--- src/rtl/tug_engine.sv ---
// Game core for the two-player ADC tug-of-war display: single-player bar level with
// hysteresis, or a rate-limited tug-of-war match, decoded onto the renderer's screen index.
module tug_engine #(
    parameter int DATA_W      = 12,
    parameter int NPOS        = 15,
    parameter int STEP_CYCLES = 1000000,
    parameter int DEADBAND    = 64,
    parameter int HYST        = 16
) (
    input  logic              clk,
    input  logic              reset,
    input  logic              mode,
    input  logic              start,
    input  logic [DATA_W-1:0] p1data,
    input  logic [DATA_W-1:0] p2data,
    output logic [5:0]        screen,
    output logic [3:0]        level,
    output logic [3:0]        pos,
    output logic              running,
    output logic              p1_win,
    output logic              p2_win,
    output logic              step
);

    localparam int SH = DATA_W - 4;
    localparam int CW = (STEP_CYCLES > 1) ? $clog2(STEP_CYCLES) : 1;
    localparam logic [CW-1:0] CNT_MAX = CW'(STEP_CYCLES - 1);
    localparam logic [3:0] CENTER = 4'((NPOS - 1) / 2);
    localparam logic [3:0] LAST = 4'(NPOS - 1);
    localparam logic [SH:0] HYST_V = (SH+1)'(HYST);
    localparam logic [SH:0] BIN_SPAN = (SH+1)'(1 << SH);
    localparam logic signed [DATA_W:0] DB_POS = (DATA_W+1)'(DEADBAND);
    localparam logic signed [DATA_W:0] DB_NEG = -DB_POS;

    typedef enum logic [1:0] {
        IDLE = 2'd0,
        RUN  = 2'd1,
        WIN  = 2'd2
    } state_t;

    state_t state, state_n;

    logic [DATA_W-1:0] p1_q, p2_q;
    logic              mode_q;
    logic [CW-1:0]     cnt, cnt_n;
    logic [3:0]        pos_n, level_n, pos_mv;
    logic              p1_win_n, p2_win_n;
    logic              mode_chg, start_m;
    logic [3:0]        bin;
    logic [SH-1:0]     low;
    logic [SH:0]       up_gap, down_gap;
    logic signed [DATA_W:0] diff;

    assign mode_chg = (mode != mode_q);
    // A mode edge outranks a simultaneous start; start means nothing in single mode.
    assign start_m  = mode & start & ~mode_chg;
    assign step     = (cnt == CNT_MAX);
    assign running  = (state == RUN);

    assign bin      = p1_q[DATA_W-1 -: 4];
    assign low      = p1_q[SH-1:0];
    assign up_gap   = {1'b0, low};
    assign down_gap = BIN_SPAN - {1'b0, low};
    assign diff     = $signed({1'b0, p1_q}) - $signed({1'b0, p2_q});

    always_ff @(posedge clk or posedge reset) begin
        if (reset) begin
            p1_q   <= '0;
            p2_q   <= '0;
            mode_q <= 1'b0;
            cnt    <= '0;
        end else begin
            p1_q   <= p1data;
            p2_q   <= p2data;
            mode_q <= mode;
            cnt    <= cnt_n;
        end
    end

    always_comb begin
        cnt_n = step ? '0 : cnt + CW'(1);
        if (mode_chg || start_m)
            cnt_n = '0;
        else if (mode && (state != RUN))
            cnt_n = '0;
    end

    always_comb begin
        level_n = level;
        if (!mode && step && !mode_chg) begin
            if ((bin > level) && (up_gap >= HYST_V))
                level_n = bin;
            else if ((bin < level) && (down_gap > HYST_V))
                level_n = bin;
        end
    end

    always_comb begin
        pos_mv = pos;
        if (diff > DB_POS)
            pos_mv = (pos == LAST) ? pos : pos + 4'd1;
        else if (diff < DB_NEG)
            pos_mv = (pos == 4'd0) ? pos : pos - 4'd1;
    end

    always_ff @(posedge clk or posedge reset) begin
        if (reset) begin
            state  <= IDLE;
            pos    <= CENTER;
            level  <= 4'd0;
            p1_win <= 1'b0;
            p2_win <= 1'b0;
        end else begin
            state  <= state_n;
            pos    <= pos_n;
            level  <= level_n;
            p1_win <= p1_win_n;
            p2_win <= p2_win_n;
        end
    end

    always_comb begin
        state_n  = state;
        pos_n    = pos;
        p1_win_n = p1_win;
        p2_win_n = p2_win;
        if (mode_chg || !mode) begin
            state_n = IDLE;
            if (mode_chg) begin
                pos_n    = CENTER;
                p1_win_n = 1'b0;
                p2_win_n = 1'b0;
            end
        end else begin
            unique case (state)
                IDLE: begin
                    if (start_m) begin
                        state_n  = RUN;
                        pos_n    = CENTER;
                        p1_win_n = 1'b0;
                        p2_win_n = 1'b0;
                    end
                end
                RUN: begin
                    // Restart discards any step landing in the same cycle.
                    if (start_m) begin
                        pos_n = CENTER;
                    end else if (step) begin
                        pos_n = pos_mv;
                        if (pos_mv == LAST) begin
                            state_n  = WIN;
                            p1_win_n = 1'b1;
                        end else if (pos_mv == 4'd0) begin
                            state_n  = WIN;
                            p2_win_n = 1'b1;
                        end
                    end
                end
                WIN: begin
                    if (start_m) begin
                        state_n  = RUN;
                        pos_n    = CENTER;
                        p1_win_n = 1'b0;
                        p2_win_n = 1'b0;
                    end
                end
                default: state_n = IDLE;
            endcase
        end
    end

    always_comb begin
        screen = 6'd31;
        if (!mode)
            screen = {2'b00, level};
        else if (state != IDLE)
            screen = 6'd16 + {2'b00, pos};
    end

endmodule

--- config.mk ---
export PLATFORM = sky130hd
export DESIGN_NAME = tug_engine
export DESIGN_NICKNAME = d
export VERILOG_FILES = /design/src/rtl/tug_engine.sv
export SDC_FILE = /design/constraint.sdc
export NUM_CORES = 1
export LEC_CHECK = 0
export BUFFER_PORTS_ARGS = -buffer_cell sky130_fd_sc_hd__buf_2
export CAP_MARGIN = 15
export CORE_MARGIN = 1.5
export CORE_UTILIZATION = 56
export DETAILED_ROUTE_END_ITERATION = 16
export PLACE_DENSITY = 0.78
export SYNTH_ARGS = -nofsm -noshare
export SYNTH_HDL_FRONTEND = slang
export SYNTH_SLANG_ARGS = --single-unit
--- constraint.sdc ---
create_clock -name clk -period 3.5 [get_ports clk]
set_input_delay 0.525 -clock clk [delete_from_list [all_inputs] [get_ports clk]]
set_output_delay 0.525 -clock clk [all_outputs]
set_load 0.02 [all_outputs]
==> out/qor.yml <==
die_w_um: 80.47
drt-vias-per-instance: 5.725
leakage_nw: 1.890
drcViolationCount: 0
worst-setup-path-type: "reg2reg"
synth-seq-area-share: 0.4255
tightest_slew_ns: 0.7324
gp_congestion: 0.8408
startpoint_type: "register"
cts_max_level: 3
grt_max_degree: 39
ant_nets: 0
ys.flop_type: "dfrtp_1"
syn_area_um2: 3361
hold_path_class: "in2reg"
post_drt_wl_per_cell_um: 14.42
drt-total-wl_mm: 6.922
top_usage_layer: "met2"
cts_buffers: 9
grt_remaining_overflow: 0
hp-start: "p2data[6]"
synth_edf_count: 0
first_iter_violations: 164
die_area_um2: 6475
syn_inst: 351
crit_arrival_ns: 3.56
n_antenna_cell: 0
layout_setup_ws_ns: 0.1301
clk_pin_slew_ns: 0.07
synthTopCellsByArea: "dfrtp_1 40%, ha_1 8.2%, nor2_1 4.5%"
place_ws_ns: 0.08344
cts_hold_buf: 0
core-area_um2: 5851
grt_usage: 0.2341
drv_cap: 0
ys_warn_count: 0
r2r_start: "p2_q[0]"
synth.most_common_cell: "dfrtp_1"
syn_nets: 402
num_vias: 2748
slew_headroom: 0.5110
worstPathMaxFanout: 6
cts_root_buffer: "clkbuf_8"
startpoint: "p2_q[0]"
final.period_utilization: 0.9628
finalSetupTns_ns: 0
port_buffers: 44
synth_top_area_cell: "dfrtp_1"
required_ns: 3.69
layout.nets: 451
power_density_nw_per_um2: 421.2
use_met3: 0.05909
run_status: "complete, no violations"
dr.pass1.iters: 4
setup_viol: 0
synthArstFlopShare: 1.000
grt_pass1_vias: 2556
use_met1: 0.2994
insertion_delay_ns: 0.34
grt_pass1_wl_mm: 11.55
start_util: 0.5744
end_kind: "register"
row_count: 28
cts_max_path_buffers: 2
antenna_found_initial: 0
io_pins: 46
hold_viol: 0
dp.final_hpwl_mm: 5.025
area_growth_pct: 17.42
fp.dieH_um: 80.47
grt_setup_unrepaired: "false"
drv_slew: 0
period_minus_slack_ns: 3.370
peakVddDrop_mv: 0.3141
use_met2: 0.3739
syn_area_per_cell_um2: 9.575
netlist.area_leader.share: 0.4021
synth_cell_types: 63
fin_skew_ns: 0.01009
cts_tree: "built"
cts.sinks: 57
ys_ff_latch: 57
timing.fmax_mhz: 296.7
drive_above_1_share: 0.2296
synthTopCellsByCount: "54 x dfrtp_1, 40 x nor2_1, 28 x inv_1, 23 x nand2_1, 22 x ha_1"
## routing by layer
| metal | up-vias | wire length [um] |
|---|---|---|
| li1 | 1340 | - |
| met1 | 1323 | 3163 |
| met2 | 77 | 3276 |
| met3 | 8 | 365 |
| met4 | 0 | 117 |
| met5 | - | 0 |
## stage by stage
step	total power, mW	hold WS [ns]	instances	area (um2)	utilization
floorplan	0.8918	0.4470	351	3361	-
global placement	0.9397	0.4685	461	3625	0.6195
detailed placement	0.9483	0.4889	461	3625	0.6195
CTS	1.660	0.2625	477	3854	0.6587
global route	1.741	0.2699	480	3946	0.6745
finish	1.662	0.2844	480	3946	0.6745
## cells by family after synthesis
family,count (synthesis),synth area share
mux,2,0.006329
compound gates,81,0.1854
fa+ha+maj,23,0.08786
other cells,1,0.001116
xor+xnor,23,0.05994
simple gates,126,0.1854
flops,57,0.4255
buf+inv,38,0.04840
## critical path: stages (launching register included)
cell and delay, ns:
dfrtp_1 0.37, ha_1 0.22, fa_2 0.36, nand2b_4 0.16, a211oi_2 0.28, buf_4 0.16, o311ai_2 0.15, a221oi_2 0.32
o221ai_2 0.20, buf_4 0.18, nand4_1 0.12, o221ai_4 0.14, or2_4 0.29, o2bb2ai_2 0.16, a41oi_1 0.13
## path summary, 6_finish.rpt
| path | endpoint | slack [ns] | cells after the start |
|---|---|---|---|
| worst max-delay path | state[0] | 0.13 | 14 |
| worst min-delay path | p2_q[6] | 0.28 | 1 |
| worst max register to register | state[0] | 0.13 | 14 |
| worst min register to register | cnt[0] | 0.49 | 1 |
| max in group asynchronous | p1_q[10] | 2.45 | 3 |
| min in group asynchronous | cnt[2] | 0.31 | 2 |
## flip-flops by register name, summed over array words and instances, names as in the netlist
name	count
pos	4
p1_q	12
p2_q	12
p1_win	1
cnt	20
level	4
state	2
p2_win	1
mode_q	1
## cells in the final DEF, fill, tap and decap left out, types with 6 or more instances in the layout
cell type and n:
a21o_1 7, a21oi_1 12, and3_1 13, buf_2 44
clkbuf_8 11, dfrtp_1 54, ha_1 21, inv_1 27
nand2_1 23, nand3_1 16, nor2_1 40, nor4_1 6
o21ai_0 20, xnor2_1 10, xor2_1 13
## what timing repair did
action,CTS,global route
endpoints found under the setup margin,0,4
resized for setup,0,12
setup buffers,0,3
## cell type report
type	instances	area, um2
clock buffers	11	151.4
inverters	28	105.1
repair buffers	48	250.2
well taps	75	93.84
clock inverters	5	77.57
multi-input cells	256	1838
fillers	452	1904
flip-flops and latches	57	1430
## where the power goes
part / internal (mW) / switching [mW]
sequential: 0.677 / 0.0113
clock: 0.437 / 0.265
combinational: 0.108 / 0.164
total: 1.22 / 0.440
Power figures use the tool's default switching activity.
